===== config.mk =====
export PLATFORM = sky130hd
export DESIGN_NAME = alu_mc
export DESIGN_NICKNAME = d
export VERILOG_FILES = /design/src/rtl/alu_pkg.sv /design/src/rtl/alu_comb.sv /design/src/rtl/alu_mc.sv
export SDC_FILE = /design/constraint.sdc
export NUM_CORES = 1
export LEC_CHECK = 0
export BUFFER_PORTS_ARGS = -buffer_cell sky130_fd_sc_hd__buf_2
export CORE_MARGIN = 5
export CORE_UTILIZATION = 55
export CTS_BUF_LIST = sky130_fd_sc_hd__clkbuf_16
export CTS_CLUSTER_SIZE = 16
export DETAILED_ROUTE_END_ITERATION = 8
export MAX_ROUTING_LAYER = met4
export PLACE_DENSITY = 0.85
export REMOVE_ABC_BUFFERS = 1
export SETUP_SLACK_MARGIN = 0.1
export SLEW_MARGIN = 20
export SYNTH_ARGS = -nofsm -noshare
export SYNTH_HDL_FRONTEND = slang
export SYNTH_HIERARCHICAL = 1
export SYNTH_SLANG_ARGS = --single-unit

===== constraint.sdc =====
create_clock -name ALU_clk -period 2.4 [get_ports ALU_clk]
set_input_delay 0.12 -clock ALU_clk [delete_from_list [all_inputs] [get_ports ALU_clk]]
set_output_delay 0.12 -clock ALU_clk [all_outputs]
set_load 0.02 [all_outputs]

===== src/rtl/alu_pkg.sv =====
// Opcodes, FSM state encoding and opcode-class helpers shared by alu_mc and alu_comb.
// The ALU_MUL_EN macro adds the MUL state used by the iterative multiplier.
package alu_pkg;

    localparam logic [3:0] OP_ADDU = 4'b0000;
    localparam logic [3:0] OP_ADD  = 4'b0001;
    localparam logic [3:0] OP_OR   = 4'b0010;
    localparam logic [3:0] OP_AND  = 4'b0011;
    localparam logic [3:0] OP_SUBU = 4'b0100;
    localparam logic [3:0] OP_SUB  = 4'b0101;
    localparam logic [3:0] OP_SLTU = 4'b0110;
    localparam logic [3:0] OP_SLT  = 4'b0111;
    localparam logic [3:0] OP_XOR  = 4'b1000;
    localparam logic [3:0] OP_NOR  = 4'b1001;
    localparam logic [3:0] OP_SLL  = 4'b1010;
    localparam logic [3:0] OP_SRL  = 4'b1011;
    localparam logic [3:0] OP_SRA  = 4'b1100;
    localparam logic [3:0] OP_MUL  = 4'b1101;

    typedef enum logic [1:0] {
        ST_IDLE  = 2'd0,
        ST_SHIFT = 2'd1,
`ifdef ALU_MUL_EN
        ST_MUL   = 2'd2,
`endif
        ST_DONE  = 2'd3
    } state_t;

    function automatic logic is_shift(input logic [3:0] op);
        return (op == OP_SLL) || (op == OP_SRL) || (op == OP_SRA);
    endfunction

endpackage


===== src/rtl/alu_comb.sv =====
// Purely combinational single-cycle ALU operations and their flags.
// Any opcode not handled here (shifts, multiply, illegal) reports err with a zero result.
module alu_comb
    import alu_pkg::*;
#(
    parameter int WIDTH = 32
) (
    input  logic [3:0]       op,
    input  logic [WIDTH-1:0] a,
    input  logic [WIDTH-1:0] b,
    output logic [WIDTH-1:0] result,
    output logic             carryout,
    output logic             overflow,
    output logic             zero,
    output logic             err
);

    logic [WIDTH:0] sum;
    logic [WIDTH:0] diff;
    logic           lt_u;
    logic           lt_s;

    assign sum  = {1'b0, a} + {1'b0, b};
    assign diff = {1'b0, a} - {1'b0, b};
    assign lt_u = a < b;
    assign lt_s = $signed(a) < $signed(b);

    always_comb begin
        result   = '0;
        carryout = 1'b0;
        overflow = 1'b0;
        err      = 1'b0;
        case (op)
            OP_ADDU: begin
                result   = sum[WIDTH-1:0];
                carryout = sum[WIDTH];
            end
            OP_ADD: begin
                result   = sum[WIDTH-1:0];
                overflow = (a[WIDTH-1] == b[WIDTH-1]) && (sum[WIDTH-1] != a[WIDTH-1]);
            end
            OP_OR:   result = a | b;
            OP_AND:  result = a & b;
            // Bit WIDTH of the widened difference is the unsigned borrow.
            OP_SUBU: begin
                result   = diff[WIDTH-1:0];
                carryout = diff[WIDTH];
            end
            OP_SUB: begin
                result   = diff[WIDTH-1:0];
                overflow = (a[WIDTH-1] != b[WIDTH-1]) && (diff[WIDTH-1] != a[WIDTH-1]);
            end
            OP_SLTU: begin
                result   = {{(WIDTH-1){1'b0}}, lt_u};
                carryout = lt_u;
            end
            OP_SLT: begin
                result   = {{(WIDTH-1){1'b0}}, lt_s};
                overflow = lt_s;
            end
            OP_XOR:  result = a ^ b;
            OP_NOR:  result = ~(a | b);
            default: err = 1'b1;
        endcase
    end

    assign zero = (result == '0);

endmodule


===== src/rtl/alu_mc.sv =====
// Multicycle ALU with valid/ready handshakes: one-cycle ops, bit-serial shifts and,
// when ALU_MUL_EN is defined, a WIDTH-cycle shift-add unsigned multiplier.
module alu_mc
    import alu_pkg::*;
#(
    parameter int WIDTH = 32
) (
    input  logic             ALU_clk,
    input  logic             ALU_rst_n,
    input  logic             in_valid,
    output logic             in_ready,
    input  logic [3:0]       ALUctr,
    input  logic [WIDTH-1:0] in0,
    input  logic [WIDTH-1:0] in1,
    output logic             out_valid,
    input  logic             out_ready,
    output logic [WIDTH-1:0] out,
    output logic             carryout,
    output logic             overflow,
    output logic             zero,
    output logic             err
);

    localparam int SHW = $clog2(WIDTH);

    state_t           state;
    state_t           next_state;
    logic [3:0]       op_r;
    logic [SHW-1:0]   cnt;
    logic [SHW-1:0]   shamt;
    logic [3:0]       sh_op;
    logic [WIDTH-1:0] sh_src;
    logic [WIDTH:0]   sh_next;

    logic [WIDTH-1:0] c_out;
    logic             c_carry;
    logic             c_ovf;
    logic             c_zero;
    logic             c_err;

`ifdef ALU_MUL_EN
    logic [2*WIDTH-1:0] prod;
    logic [2*WIDTH-1:0] mcand;
    logic [WIDTH-1:0]   mplier;
    logic [2*WIDTH-1:0] prod_next;

    assign prod_next = prod + (mplier[0] ? mcand : '0);
`endif

    // Returns {bit shifted out, value shifted by one place}.
    function automatic logic [WIDTH:0] shift1(input logic [3:0] op, input logic [WIDTH-1:0] v);
        case (op)
            OP_SLL:  return {v[WIDTH-1], v[WIDTH-2:0], 1'b0};
            OP_SRL:  return {v[0], 1'b0, v[WIDTH-1:1]};
            default: return {v[0], v[WIDTH-1], v[WIDTH-1:1]};
        endcase
    endfunction

    alu_comb #(.WIDTH(WIDTH)) u_comb (
        .op       (ALUctr),
        .a        (in0),
        .b        (in1),
        .result   (c_out),
        .carryout (c_carry),
        .overflow (c_ovf),
        .zero     (c_zero),
        .err      (c_err)
    );

    assign shamt     = in1[SHW-1:0];
    assign in_ready  = (state == ST_IDLE);
    assign out_valid = (state == ST_DONE);

    // The first shift step happens on the accept edge, so later steps work on out.
    assign sh_op   = (state == ST_IDLE) ? ALUctr : op_r;
    assign sh_src  = (state == ST_IDLE) ? in0 : out;
    assign sh_next = shift1(sh_op, sh_src);

    always_ff @(posedge ALU_clk or negedge ALU_rst_n) begin
        if (!ALU_rst_n) state <= ST_IDLE;
        else            state <= next_state;
    end

    always_comb begin
        next_state = state;
        case (state)
            ST_IDLE: begin
                if (in_valid) begin
                    next_state = ST_DONE;
                    if (is_shift(ALUctr) && (shamt > SHW'(1))) next_state = ST_SHIFT;
`ifdef ALU_MUL_EN
                    if (ALUctr == OP_MUL) next_state = ST_MUL;
`endif
                end
            end
            ST_SHIFT: if (cnt == SHW'(1)) next_state = ST_DONE;
`ifdef ALU_MUL_EN
            ST_MUL:   if (cnt == SHW'(1)) next_state = ST_DONE;
`endif
            ST_DONE:  if (out_ready) next_state = ST_IDLE;
            default:  next_state = ST_IDLE;
        endcase
    end

    always_ff @(posedge ALU_clk or negedge ALU_rst_n) begin
        if (!ALU_rst_n) begin
            op_r     <= '0;
            cnt      <= '0;
            out      <= '0;
            carryout <= 1'b0;
            overflow <= 1'b0;
            zero     <= 1'b0;
            err      <= 1'b0;
`ifdef ALU_MUL_EN
            prod     <= '0;
            mcand    <= '0;
            mplier   <= '0;
`endif
        end else begin
            case (state)
                ST_IDLE: if (in_valid) begin
                    op_r <= ALUctr;
                    if (is_shift(ALUctr)) begin
                        cnt      <= shamt - SHW'(1);
                        overflow <= 1'b0;
                        err      <= 1'b0;
                        if (shamt == '0) begin
                            out      <= in0;
                            carryout <= 1'b0;
                            zero     <= (in0 == '0);
                        end else begin
                            out      <= sh_next[WIDTH-1:0];
                            carryout <= sh_next[WIDTH];
                            zero     <= (sh_next[WIDTH-1:0] == '0);
                        end
                    end
`ifdef ALU_MUL_EN
                    else if (ALUctr == OP_MUL) begin
                        cnt    <= SHW'(WIDTH - 1);
                        prod   <= in1[0] ? {{WIDTH{1'b0}}, in0} : '0;
                        mcand  <= {{(WIDTH-1){1'b0}}, in0, 1'b0};
                        mplier <= {1'b0, in1[WIDTH-1:1]};
                    end
`endif
                    else begin
                        out      <= c_out;
                        carryout <= c_carry;
                        overflow <= c_ovf;
                        zero     <= c_zero;
                        err      <= c_err;
                    end
                end
                ST_SHIFT: begin
                    out      <= sh_next[WIDTH-1:0];
                    carryout <= sh_next[WIDTH];
                    zero     <= (sh_next[WIDTH-1:0] == '0);
                    cnt      <= cnt - SHW'(1);
                end
`ifdef ALU_MUL_EN
                ST_MUL: begin
                    prod   <= prod_next;
                    mcand  <= mcand << 1;
                    mplier <= mplier >> 1;
                    cnt    <= cnt - SHW'(1);
                    if (cnt == SHW'(1)) begin
                        out      <= prod_next[WIDTH-1:0];
                        carryout <= |prod_next[2*WIDTH-1:WIDTH];
                        overflow <= 1'b0;
                        zero     <= (prod_next[WIDTH-1:0] == '0);
                        err      <= 1'b0;
                    end
                end
`endif
                default: ;
            endcase
        end
    end

endmodule


==> impl_metrics.yaml, run 1 <==
logic_synthesis:
  avgSynthCellArea_sq_um: 7.51
  synth.distinct_cells: 104
  ys_warn_count: 6
  syn_inst: 1313
  synth-async-reset-ratio_pct: 100
  yosys_register_bits: 47
  ys.flop_type: "dfrtp_1"
  synth-edff-count: 0
  synth_seq_area_share_pct: 11.9
  synth_area_sq_um: 9860
floorplanning:
  die_w_microns: 144
  die_h_microns: 144
  ioPinCount: 110
  initial_core_util_pct: 55.5
  rows: 49
run_status:
  error: "[ERROR GRT-0232] Routing congestion too high. Check the congestion heatmap in the GUI."
  outcome: "aborted with a tool error"
  lastStage: "global routing (5_1_grt)"
clock_tree:
  numCtsBuffers: 5
  cts-root-buf: "clkbuf_16"
  clock_path_buffers: 2
  ctsHtreeMaxLevel: 2
  clock_sinks: 47
place:
  place_inst: 1976
  gp_congestion: 1.20
  dp_worst_setup_slack_ns: -1.68
  hpwlAfterDp_mm: 36.1
  io_buffers: 109
grt:
  grt_start_max_net_pins: 48
  grt_util_all_layers_pct: 83.6
  overflow: 208
-- cell usage after synthesis, types with 15 or more instances --
cell        n  share of area, %
nand2_1   109               4.1
nor2b_1    19               1.2
mux2_2     30               3.4
o21ai_0    70               3.6
inv_1      98               3.7
dfrtp_1    47                12
a21o_1     43               3.3
nand3_1    23               1.2
nor4_1     18               1.1
a221oi_1   51               4.5
nor3_1     35               1.8
nor2_1     91               3.5
buf_2      17              0.86
a211oi_1   15               1.1
a21oi_1    82               4.2
mux2i_1    59               6.0
clkbuf_1   49               1.9
nand4_1    16               1.0
o21ai_1    15              0.76
ha_1      105                13
o22ai_1    36               2.3
-- layer usage --
| metal | GRT usage [%] | overflow |
|---|---|---|
| met1 | 81.9 | 22 |
| met2 | 92.9 | 101 |
| met3 | 74.8 | 12 |
| met4 | 81.8 | 73 |
| met5 | - | - |
-- metrics by stage --
step / util [%] / instance area [sq um] / setup TNS, ns
after floorplan: - / 9380 / -30.63
after global placement: 75.8 / 13500 / -22.95
after detailed placement: 75.8 / 13500 / -28.06
after CTS: 81.2 / 14400 / -11.62
-- logic make-up after synthesis --
group           Yosys count  share of synthesized area [%]
mux                      90                           9.53
compound gates          467                           33.9
fa+ha+maj               107                           13.7
buf+inv                 195                           8.76
simple gates            389                           20.6
xor+xnor                 18                           1.60
flops                    47                           11.9
-- repair_timing --
item,CTS
endpoints found under the hold margin,47
resized for setup,154
setup endpoints to repair,31
pin swaps,61
buffers inserted,15
hold buffers,1
==> run 2: changes to the inputs <==
--- a/config.mk
+++ b/config.mk
@@ -7,14 +7,10 @@
 export LEC_CHECK = 0
 export BUFFER_PORTS_ARGS = -buffer_cell sky130_fd_sc_hd__buf_2
 export CORE_MARGIN = 5
-export CORE_UTILIZATION = 55
-export CTS_BUF_LIST = sky130_fd_sc_hd__clkbuf_16
-export CTS_CLUSTER_SIZE = 16
+export CORE_UTILIZATION = 40
 export DETAILED_ROUTE_END_ITERATION = 8
-export MAX_ROUTING_LAYER = met4
-export PLACE_DENSITY = 0.85
+export PLACE_DENSITY_LB_ADDON = 0.15
 export REMOVE_ABC_BUFFERS = 1
-export SETUP_SLACK_MARGIN = 0.1
 export SLEW_MARGIN = 20
 export SYNTH_ARGS = -nofsm -noshare
 export SYNTH_HDL_FRONTEND = slang
==> impl_metrics.yaml, run 2 <==
run_status:
  outcome: "complete, but fails checks"
  violations: "negative setup slack"
logic_synthesis:
  synth-async-reset-ratio_pct: 100
  yosys_register_bits: 47
  yosysTopAreaCellShare_pct: 13.3
  syn_inst: 1313
  synth.area.top_cells: "ha_1, dfrtp_1, mux2i_1"
  synth-edff-count: 0
  yosysMostFrequentCell: "nand2_1"
  synth.distinct_cells: 104
  synth_seq_area_share_pct: 11.9
  synth_top_area_cell: "ha_1"
  ys_warn_count: 6
  ys.flop_type: "dfrtp_1"
  netlist_top_cells_count: "nand2_1, ha_1, inv_1"
  synth_area_sq_um: 9860
  avgSynthCellArea_sq_um: 7.51
clock_tree:
  clk_pin_slew_ns: 0.07
  cts_tree: "yes"
  clock_sinks: 47
  numCtsBuffers: 5
  clock_path_buffers: 2
  ctsHtreeMaxLevel: 2
  clock_latency_ns: 0.30
  cts-root-buf: "clkbuf_16"
cells_and_area:
  mostFrequentLayoutCell: "buf_4"
  layout_common_cells: "buf_4, nand2_1, buf_2"
  largest_register: "out"
  largest_reg_flops: 32
  final_area_sq_um: 15200
  area_growth_pct: 53.9
  drive_gt1_share_pct: 43.8
  final_util_pct: 62.4
  largestRegisters: "out (32), cnt (5), op_r (4)"
  diodes: 0
  nNetsFinal: 1951
  nFillCells: 2127
worst_setup_path:
  reg2reg_depth: 8
  worstSetupPathType: "primary input to flop"
  r2r_start: "op_r[2]"
  cp_max_fo: 3
  startpoint: "in1[0]"
  cpMaxStageDelayCell: "or3_4"
  path_depth: 21
  worst_ep_required_time_ns: 2.62
  endpoint_kind: "flop"
  cp-start-kind: "primary input"
  worst-path-buf-inv: 4
  path_common_cell: "buf_6"
  cp.arrival_ns: 3.82
  cp_top_family: "compound AO/OA/AOI/OAI gates"
  max_stage_delay_ns: 0.41
  path_cells: "buf_8, buf_6, ha_4, inv_2, fa_2, nor2b_4, buf_6, o221ai_4, a211oi_4, o2111a_2, o32ai_4, o31a_1, o21ba_1, or3b_4, a21oi_4, or3_4, nor4_4, o22ai_1, nand2_1, o21ai_1, a31oi_1"
timing:
  fin_crit_sh_pct: 150
  setup_slack_ns: -1.20
  hold_viol_final: 0
  rsz0062_at_grt: "true"
  fin_crit_ns: 3.60
  slew_violations: 0
  fin_skew_ns: 0.00352
  slew_headroom_pct: 55.9
  worstMarginPinSlew_ns: 0.662
  max_freq_mhz: 278
  setup_violations: 23
place:
  placed_area_sq_um: 13600
  hpwlAfterDp_mm: 35.1
  dp_worst_setup_slack_ns: -1.83
  io_buffers: 109
  gp_congestion: 0.990
floorplanning:
  core_area_sq_um: 24300
  die_w_microns: 167
  rows: 57
  die-area_sq_um: 27900
  die_h_microns: 167
  ioPinCount: 110
  initial_core_util_pct: 40.5
drt:
  vias: 12600
  drtPass1Iterations: 8
  first_iter_violations: 1112
  drt-wirelength-per-cell_microns: 21.5
  ant_nets: 0
  drc_errors: 0
  drt_wl_total_mm: 45.0
  viasPerCell: 6.00
min_path:
  hp-class: "primary input to flop"
  holdCritStartpoint: "out_ready"
  holdPathStages: 2
pwr:
  p_per_area_nw_per_um2: 610
  finalPower_w: 0.00926
  ir_drop_mv: 1.37
  leakagePower_nw: 6.99
grt:
  grt_pass1_vias: 12400
  grt_start_max_net_pins: 48
  overflow: 0
  grt_util_all_layers_pct: 30.4
  grt_pass1_wl_mm: 69.4
  antenna_found_initial: 0
job:
  cap_violations: 0
==> run 2: cell counts after synthesis <==
Identical to the previous run, type by type.
==> run 2: power breakdown <==
part | total, W | internal [W] | leakage [nW] | switching [W]
sequential | 0.00173 | 0.00119 | 0.578 | 0.000540
combinational | 0.00670 | 0.00304 | 6.33 | 0.00366
clock | 0.000831 | 0.000487 | 0.0759 | 0.000344
==> run 2: path summary, 6_finish.rpt <==
check	to	slack, ns
max in group asynchronous	out[9]	1.48
worst max-delay path	zero	-1.20
worst min-delay path	state[0]	0.03
worst max register to register	zero	0.01
worst min register to register	carryout	0.50
min in group asynchronous	op_r[2]	0.48
==> run 2: area by class of cell <==
type	count	area, sq um	area share, %
Multi-Input combinational cell	1071	8900	58.7
Clock buffer	5	125	0.824
Timing Repair Buffer	544	4130	27.2
Clock inverter	2	37.5	0.247
Inverter	103	402	2.65
Tap cell	324	405	2.67
Sequential cell	47	1180	7.75
==> run 2: cells by family after synthesis <==
logic type | after synthesis | synth area share [%]
adders and majority gates | 107 | 13.7
xor gates and xnor gates | 18 | 1.60
buffers and inverters | 195 | 8.76
and+or+nand+nor | 389 | 20.6
DFF | 47 | 11.9
AOI/OAI and AO/OA | 467 | 33.9
muxes | 90 | 9.53
==> run 2: metal layers <==
metal  routed length [microns]  track usage [%]
met3                      3880             4.20
met4                      1500             9.82
met2                     20600             49.7
met1                     19100             41.5
met5                         0                0
==> run 2: repair_timing <==
| action | in CTS | in global routing |
|---|---|---|
| gates resized for setup | 178 | 79 |
| hold buffers | 1 | 0 |
| pin swaps | 78 | 50 |
| endpoints found under the hold margin | 47 | 0 |
| cloned | 0 | 0 |
| setup buffers | 8 | 20 |
| setup endpoints to repair | 30 | 30 |
==> run 2: metrics by stage <==
stage                     setup TNS (ns)  instances  hold WS (ns)
after floorplan                   -30.63       1221        -0.176
after global routing              -13.85       2096        0.0406
after CTS                          -9.89       2080        0.0291
after detailed placement          -27.03       2067         0.284
after global placement            -25.90       2067         0.276
final                             -11.02       2096        0.0305
Note: power is estimated with default switching activity, not from simulation.
==> run 3: changes to the inputs <==
--- a/config.mk
+++ b/config.mk
@@ -7,7 +7,7 @@
 export LEC_CHECK = 0
 export BUFFER_PORTS_ARGS = -buffer_cell sky130_fd_sc_hd__buf_2
 export CORE_MARGIN = 5
-export CORE_UTILIZATION = 40
+export CORE_UTILIZATION = 50
 export DETAILED_ROUTE_END_ITERATION = 8
 export PLACE_DENSITY_LB_ADDON = 0.15
 export REMOVE_ABC_BUFFERS = 1
==> impl_metrics.yaml, run 3 (synthesized netlist as in run 2, its figures left out) <==
drt:
  drtPass1Iterations: 6
  drt_wl_total_mm: 46.2
  drt-wirelength-per-cell_microns: 22.4
  first_iter_violations: 1519
  drc_errors: 0
  viasPerCell: 6.41
  ant_nets: 0
  vias: 13200
grt:
  grt_pass1_wl_mm: 70.3
  antenna_found_initial: 0
  met1_usage_pct: 52.6
  grt_use_met3_pct: 5.87
  grt_util_all_layers_pct: 39.5
  grt_start_max_net_pins: 51
  overflow: 0
  grt_pass1_vias: 12800
  gr-usage-met2_pct: 64.3
  busiest_layer: "met2"
floorplanning:
  ioPinCount: 110
  die_w_microns: 150
  core_area_sq_um: 19500
  die-area_sq_um: 22600
  rows: 51
  die_h_microns: 150
  initial_core_util_pct: 50.7
cells_and_area:
  diodes: 0
  largestRegisters: "out (32), cnt (5), op_r (4)"
  largest_register: "out"
  nNetsFinal: 1975
  nFillCells: 1357
  area_growth_pct: 58.2
  drive_gt1_share_pct: 45.7
  largest_reg_flops: 32
  layout_common_cells: "buf_4, nand2_1, buf_2"
  final_util_pct: 80.1
  mostFrequentLayoutCell: "buf_4"
min_path:
  min_to: "state[0]"
  hp-class: "primary input to flop"
  holdCritStartpoint: "out_ready"
  holdPathStages: 2
worst_setup_path:
  path_cells: "buf_8, inv_6, ha_4, inv_2, or4_4, a2111oi_4, o31ai_4, buf_6, and2_4, buf_6, nor3b_4, a2111oi_4, nand4b_1, nor4_2, buf_4, nand4b_1, nor4_2, o22ai_1, nand2_1, o21ai_1, a31oi_1"
  r2r_start: "op_r[2]"
  cp_top_family: "simple AND/OR/NAND/NOR gates"
  worst_ep_required_time_ns: 2.61
  cp_max_fo: 3
  r2r_slack_ns: -0.21
  startpoint: "in1[16]"
  cpMaxStageDelayCell: "or4_4"
  reg2reg_to: "zero"
  reg2reg_depth: 8
  max_stage_delay_ns: 0.56
  worstSetupPathType: "primary input to flop"
  cp-start-kind: "primary input"
  endpoint_kind: "flop"
  worst-path-buf-inv: 6
  cp.arrival_ns: 3.86
timing:
  worstMarginPinSlew_ns: 0.684
  fin_crit_sh_pct: 152
  fin_crit_ns: 3.65
  slew_violations: 0
  fin_skew_ns: 0.00449
  setup_violations: 28
  rsz0062_at_grt: "true"
  hold_viol_final: 0
  max_freq_mhz: 274
  setup_slack_ns: -1.25
  slew_headroom_pct: 54.3
clock_tree:
  clk_pin_slew_ns: 0.07
  clock_latency_ns: 0.29
  cts-root-buf: "clkbuf_16"
  clock_sinks: 47
  numCtsBuffers: 5
  clock_path_buffers: 2
  ctsHtreeMaxLevel: 2
  cts_tree: "yes"
run_status:
  outcome: "complete, but fails checks"
  violations: "negative setup slack"
pwr:
  p_per_area_nw_per_um2: 601
  ir_drop_mv: 0.971
  leakagePower_nw: 7.20
place:
  gp_congestion: 1.01
  dp_worst_setup_slack_ns: -1.77
  hpwlAfterDp_mm: 34.8
  io_buffers: 109
job:
  cap_violations: 0
run 3: cell count changes in the layout (fill, tap and decap cells not counted), moves of 4 or more:
cell,previous run,this run
inv_4,2,7
o21ai_4,0,4
a21oi_1,69,65
buf_6,23,37
buf_4,401,414
inv_1,75,70
buf_8,6,10
o21ai_2,11,7
buf_2,99,89
a21oi_2,13,17
run 3: worst max-delay path by stage:
stage                      end  slack [ns]  depth (start not counted)
final                     zero       -1.25                         21
after global routing      zero       -1.38                         21
after CTS                 zero       -1.15                         20
after detailed placement  zero       -1.77                         22
after global placement    zero       -1.69                         20
after floorplan           zero       -1.50                         12
run 3: metal layers:
| layer | part of all wire [%] | vias to the layer above | wire, microns |
|---|---|---|---|
| met1 | 39 | 6233 | 18200 |
| met5 | 0 | - | 0 |
| met4 | 5.1 | 0 | 2360 |
| met2 | 45 | 890 | 20700 |
| met3 | 11 | 170 | 4980 |
| li1 | - | 5911 | - |
run 3: area by class of cell:
class | instances | area, sq um | share of cell area (%)
multi-input combinational | 1071 | 9030 | 57.9
timing repair buffer | 568 | 4480 | 28.7
sequential | 47 | 1180 | 7.54
inverter | 103 | 432 | 2.77
tap | 265 | 332 | 2.13
clock buffer | 6 | 139 | 0.890
clock inverter | 1 | 5.00 | 0.0321
run 3: through the flow:
stage | instance area, sq um | total power [W] | setup TNS, ns | cells | hold slack, ns
after floorplan | 9380 | 0.00508 | -30.63 | 1221 | -0.176
after global placement | 13600 | 0.00767 | -24.71 | 2011 | -0.0423
after detailed placement | 13600 | 0.00777 | -26.24 | 2011 | -0.0406
after CTS | 15200 | 0.00898 | -9.70 | 2049 | 0.0336
after global routing | 15600 | 0.00988 | -15.22 | 2061 | 0.0663
final | 15600 | 0.00938 | -12.72 | 2061 | 0.0320
run 3: power by group:
group          internal [W]  switching, W
combinational       0.00316       0.00382
clock              0.000408      0.000320
sequential          0.00119      0.000490
run 3: worst reg2reg max path, delay by kind of cell (launching register included):
family | cells | cell delay, ns
compound gates | 2 | 0.50
buf+inv | 1 | 0.20
mux | 2 | 0.34
flops | 1 | 0.39
simple gates | 3 | 1.09
run 3: repair_timing:
action / 4_1_cts / 5_1_grt
endpoints found under the hold margin: 47 / 0
pin swaps: 99 / 48
setup endpoints to repair: 30 / 30
gates cloned: 1 / 0
setup buffers: 36 / 13
hold buffers: 1 / 0
gates resized for setup: 253 / 76
